===== config.mk =====
export PLATFORM = sky130hd
export DESIGN_NAME = command_response_router
export DESIGN_NICKNAME = d
export VERILOG_FILES = /design/src/rtl/command_response_router.sv
export SDC_FILE = /design/constraint.sdc
export NUM_CORES = 1
export LEC_CHECK = 0
export BUFFER_PORTS_ARGS = -buffer_cell sky130_fd_sc_hd__buf_2
export CORE_UTILIZATION = 47
export DETAILED_ROUTE_END_ITERATION = 8
export HOLD_SLACK_MARGIN = 0.1
export PLACE_DENSITY_LB_ADDON = 0.3
export SYNTH_ARGS = -nofsm -noshare
export SYNTH_HDL_FRONTEND = slang
export SYNTH_SLANG_ARGS = --single-unit

===== constraint.sdc =====
create_clock -name clock -period 4.4 [get_ports clock]
set_input_delay 0.44 -clock clock [delete_from_list [all_inputs] [get_ports clock]]
set_output_delay 0.44 -clock clock [all_outputs]
set_load 0.05 [all_outputs]

===== src/rtl/command_response_router.sv =====
// Tag allocator and response return path for the AFU command interface.
// Hands out the lowest free tag per issue, records its owner, and routes PSL responses back.
`timescale 1ns/1ps
module command_response_router #(
    parameter int unsigned NUM_REQUESTS = 4,
    parameter int unsigned TAG_DEPTH    = 32,
    localparam int unsigned TAG_WIDTH   = $clog2(TAG_DEPTH),
    localparam int unsigned REQ_WIDTH   = (NUM_REQUESTS > 1) ? $clog2(NUM_REQUESTS) : 1,
    localparam int unsigned COUNT_WIDTH = TAG_WIDTH + 1
) (
    input  logic                    clock,
    input  logic                    rstn,
    input  logic                    enabled_in,
    input  logic                    issue_valid,
    input  logic [REQ_WIDTH-1:0]    issue_requester,
    output logic                    tag_available,
    output logic [TAG_WIDTH-1:0]    issue_tag,
    input  logic                    response_valid,
    input  logic [7:0]              response_tag,
    input  logic [7:0]              response_code,
    output logic [NUM_REQUESTS-1:0] response_out_valid,
    output logic [TAG_WIDTH-1:0]    response_out_tag,
    output logic [7:0]              response_out_code,
    output logic [COUNT_WIDTH-1:0]  outstanding_count,
    output logic                    unexpected_response,
    output logic                    issue_overflow
);

    logic                 enabled;
    logic [TAG_DEPTH-1:0] busy;
    logic [REQ_WIDTH-1:0] owner [TAG_DEPTH];
    logic                 any_free;
    logic                 accept;
    logic                 s1_valid;
    logic [TAG_WIDTH-1:0] s1_tag;
    logic [7:0]           s1_code;
    logic                 s2_hit;
    logic [TAG_DEPTH-1:0] set_mask;
    logic [TAG_DEPTH-1:0] clear_mask;

    generate
        if (TAG_WIDTH < 8) begin : g_unused_tag
            logic unused_tag_bits;
            assign unused_tag_bits = ^response_tag[7:TAG_WIDTH];
        end
    endgenerate

    // Lowest-index free tag; scanning downward leaves the smallest index last.
    always_comb begin
        issue_tag = '0;
        any_free  = 1'b0;
        for (int i = TAG_DEPTH - 1; i >= 0; i--) begin
            if (!busy[i]) begin
                issue_tag = TAG_WIDTH'(i);
                any_free  = 1'b1;
            end
        end
    end

    assign tag_available = enabled && any_free;
    assign accept        = issue_valid && tag_available;
    assign s2_hit        = s1_valid && busy[s1_tag];
    assign set_mask      = accept ? (TAG_DEPTH'(1) << issue_tag) : '0;
    assign clear_mask    = s2_hit ? (TAG_DEPTH'(1) << s1_tag) : '0;

    // Tag state, count and sticky flags; an issue never targets the tag being freed.
    always_ff @(posedge clock or negedge rstn) begin
        if (!rstn) begin
            enabled             <= 1'b0;
            busy                <= '0;
            outstanding_count   <= '0;
            unexpected_response <= 1'b0;
            issue_overflow      <= 1'b0;
            for (int i = 0; i < TAG_DEPTH; i++) begin
                owner[i] <= '0;
            end
        end else begin
            enabled           <= enabled_in;
            busy              <= (busy | set_mask) & ~clear_mask;
            outstanding_count <= outstanding_count + COUNT_WIDTH'(accept) - COUNT_WIDTH'(s2_hit);
            if (accept) begin
                owner[issue_tag] <= issue_requester;
            end
            if (issue_valid && !tag_available) begin
                issue_overflow <= 1'b1;
            end
            if (s1_valid && !busy[s1_tag]) begin
                unexpected_response <= 1'b1;
            end
        end
    end

    // Two-stage response pipeline: capture, then look up owner and strobe.
    always_ff @(posedge clock or negedge rstn) begin
        if (!rstn) begin
            s1_valid           <= 1'b0;
            s1_tag             <= '0;
            s1_code            <= '0;
            response_out_valid <= '0;
            response_out_tag   <= '0;
            response_out_code  <= '0;
        end else begin
            s1_valid           <= response_valid;
            s1_tag             <= response_tag[TAG_WIDTH-1:0];
            s1_code            <= response_code;
            response_out_valid <= s2_hit ? (NUM_REQUESTS'(1) << owner[s1_tag]) : '0;
            if (s2_hit) begin
                response_out_tag  <= s1_tag;
                response_out_code <= s1_code;
            end
        end
    end

endmodule


==> impl_metrics.csv <==
group,metric,value,unit
yosys,ys_seq_area_share,50.4,%
yosys,synth.distinct_cells,66,
placement,dpl.hpwl,12000,µm
power,internal-power,0.00288,W
setup_path,cp-start-kind,"flip-flop",
clocking,cts_tree,"built",
sta,slew_headroom,39.9,%
drt,drtAntennaViolNets,0,
yosys,synth_area_leaders,"dfrtp_1 50%, mux2_2 12%, mux4_2 8.7%, a31oi_1 2.0%, nand2_1 1.8%",
power,power_leakage,3.52,nW
finish,antennaDiodeCount,0,
clocking,cts_setup_buffers,0,
drt,wl_met2,8260,µm
finish,nNetsFinal,635,
drt,drc,0,
power,p_comb_share,36.0,%
floorplanning,die_y,122,µm
clocking,ctsResizeCount,0,
yosys,syn_inst,556,
status,status,"completed",
placement,io_buffers,50,
setup_path,crit_path_end_kind,"flip-flop",
drt,route.met3.wl,1120,µm
sta,finalSetupViolCount,0,
floorplanning,start_util,48.4,%
yosys,avgSynthCellArea,12.1,µm²
clocking,hold_buffers,0,
clocking,path_clk_slew,0.06,ns
clocking,cts_buffers,17,
global_route,gr-total-overflow,0,
sta,tns,0,ns
sta,fmax,271,MHz
drt,first_pass_iters,5,
yosys,ys_ff_latch,136,
yosys,synth_area_leader_cell,"dfrtp_1",
clocking,insertion_delay,0.43,ns
drt,drt-total-wl,17100,µm
setup_path,crit_required,4.71,ns
floorplanning,die_width,122,µm
sta,hold_viol_final,0,
global_route,grt_max_degree,101,
power,vdd_drop_max,0.325,mV
drt,wl_met1,7250,µm
sta,worst_pin_slew,0.901,ns
sta,hold_slack,0.114,ns
finish,fin_util,55.7,%
floorplanning,row_count,43,
floorplanning,dieArea,0.0148,mm²
power,p_clk_share,29.0,%
global_route,grt_pass1_vias,5120,
yosys,yosysWarningCount,0,
setup_path,critPathMaxFanout,20,
global_route,grt_pass1_wl,27900,µm
clocking,h-tree-depth,4,
sta,period_share,83.9,%
sta,min_period,3.69,ns
clocking,cts_root_buffer,"clkbuf_16",
power,seqPwrFrac,35.0,%
power,p_sw_share,40.1,%
setup_path,critical_path_class,"reg -> reg",
clocking,clk_path_buf_depth,2,
floorplanning,core,0.0139,mm²
floorplanning,pin_count,54,
global_route,antenna_found_initial,0,
min_path,hold_class,"in -> reg",
placement,place_inst,766,
drt,via_per_inst,6.18,
finish,final_common_cell,"dfrtp_1",
power,cellPowerDensity,620,mW/mm²
power,power.switching,0.00193,W
finish,layout_common_cells,"136 x dfrtp_1, 73 x mux2_2, 49 x buf_2, 32 x nand2_1, 29 x inv_1",
drt,drt-initial-drc-count,520,
sta,slew_violations,0,
job,max_cap_violations,0,
yosys,ys.flop_type,"dfrtp_1",
yosys,yosysTopAreaCellShare,50.4,%
sta,fin_skew,0.0171,ns
sta,rsz0062_at_grt,"false",
yosys,synth_edf_count,0,
drt,drt-wirelength-per-cell,21.5,µm
finish,layout-drive-gt1-share,34.1,%
finish,final_cells,798,
placement,gp_congestion,0.951,
yosys,async_flop_share,100,%
power,power.total,0.00481,W
drt,vias,4929,
yosys,synth_nets,586,
drt,dr.max_layer_used,"met4",
yosys,syn_area,0.00675,mm²
setup_path,arrival,4.00,ns
finish,synthToLayoutAreaGrowth,15.0,%
clocking,cts.sinks,136,
global_route,grt_usage,25.6,%
registers in the layout (all words and copies together) (netlist names):
register	count
busy	32
s1_valid	1
owner	64
enabled	1
s1_tag	5
response_out_tag	5
issue_overflow	1
s1_code	8
unexpected_response	1
outstanding_count	6
response_out_code	8
response_out_valid	4
power groups by stage:
stage | registers [W] | logic [W] | clock network, W
6_report | 0.00168 | 0.00173 | 0.00140
5_1_grt | 0.00171 | 0.00185 | 0.00148
4_1_cts | 0.00168 | 0.00172 | 0.00142
3_5_place_dp | 0.00170 | 0.00171 | 0
3_3_place_gp | 0.00169 | 0.00169 | 0
2_1_floorplan | 0.00188 | 0.00105 | 0
per-stage QoR:
stage	setup WS [ns]	cell area, µm²
after detailed placement	0.749	7180
after global placement	0.820	7180
after global routing	0.429	7760
after CTS	0.658	7760
final	0.710	7760
after floorplan	1.06	6750
final timing paths:
path                                startpoint                    to  slack, ns  cells after the start
setup / recovery                     s1_tag[2]  outstanding_count[4]       0.71                     14
min in group asynchronous                 rstn             owner[37]       0.12                      1
hold reg to reg            unexpected_response   unexpected_response       0.46                      1
setup reg to reg                     s1_tag[2]  outstanding_count[4]       0.71                     14
max in group asynchronous                 rstn             owner[12]       3.25                      2
hold / removal                 response_tag[3]             s1_tag[3]       0.11                      1
cells by family (layout without fill, tap and decap cells):
family          after synthesis  count (layout)  synth area share (%)
mux                         106             106                  22.0
buf+inv                      63             125                  3.76
flops                       136             136                  50.4
xor+xnor                      5               5                 0.649
simple gates                146             146                  11.5
fa+ha+maj                     7               7                  1.41
compound gates               93              93                  10.2
worst max-delay path, stage by stage, from the launching register on:
cell and delay [ns]:
dfrtp_1 0.88, mux4_2 0.41, mux2i_1 0.26, o22ai_1 0.18, o21ai_1 0.33, inv_1 0.12
ha_1 0.31, inv_1 0.06, ha_1 0.15, inv_1 0.06, fa_1 0.41, inv_1 0.07
a21o_1 0.11, a21oi_1 0.08, xnor2_1 0.14
synthesized netlist by cell type, types with 6 or more instances:
cell type	instances
mux4_2	26
a32oi_1	7
nand2_1	32
buf_2	8
clkbuf_1	20
nor2_1	23
inv_1	29
ha_1	6
a21oi_1	18
nor3_1	16
dfrtp_1	136
nand4_1	10
a31oi_1	22
nor2b_1	6
mux2_2	73
nand3_1	22
per-layer routing:
layer,vias to the layer above,GRT usage (%)
li1,2191,-
met1,2511,33.4
met2,187,39.2
met3,40,6.60
met4,0,13.3
met5,-,0
final cells by class:
class                      count  area [µm²]
fill                        1160        6170
clock inverter                14         150
timing repair buffer          61         339
clock buffer                  18         429
sequential                   136        3400
inverter                      32         120
tap                          180         225
multi-input combinational    357        3090
Note: power is estimated with default switching activity, not from simulation.
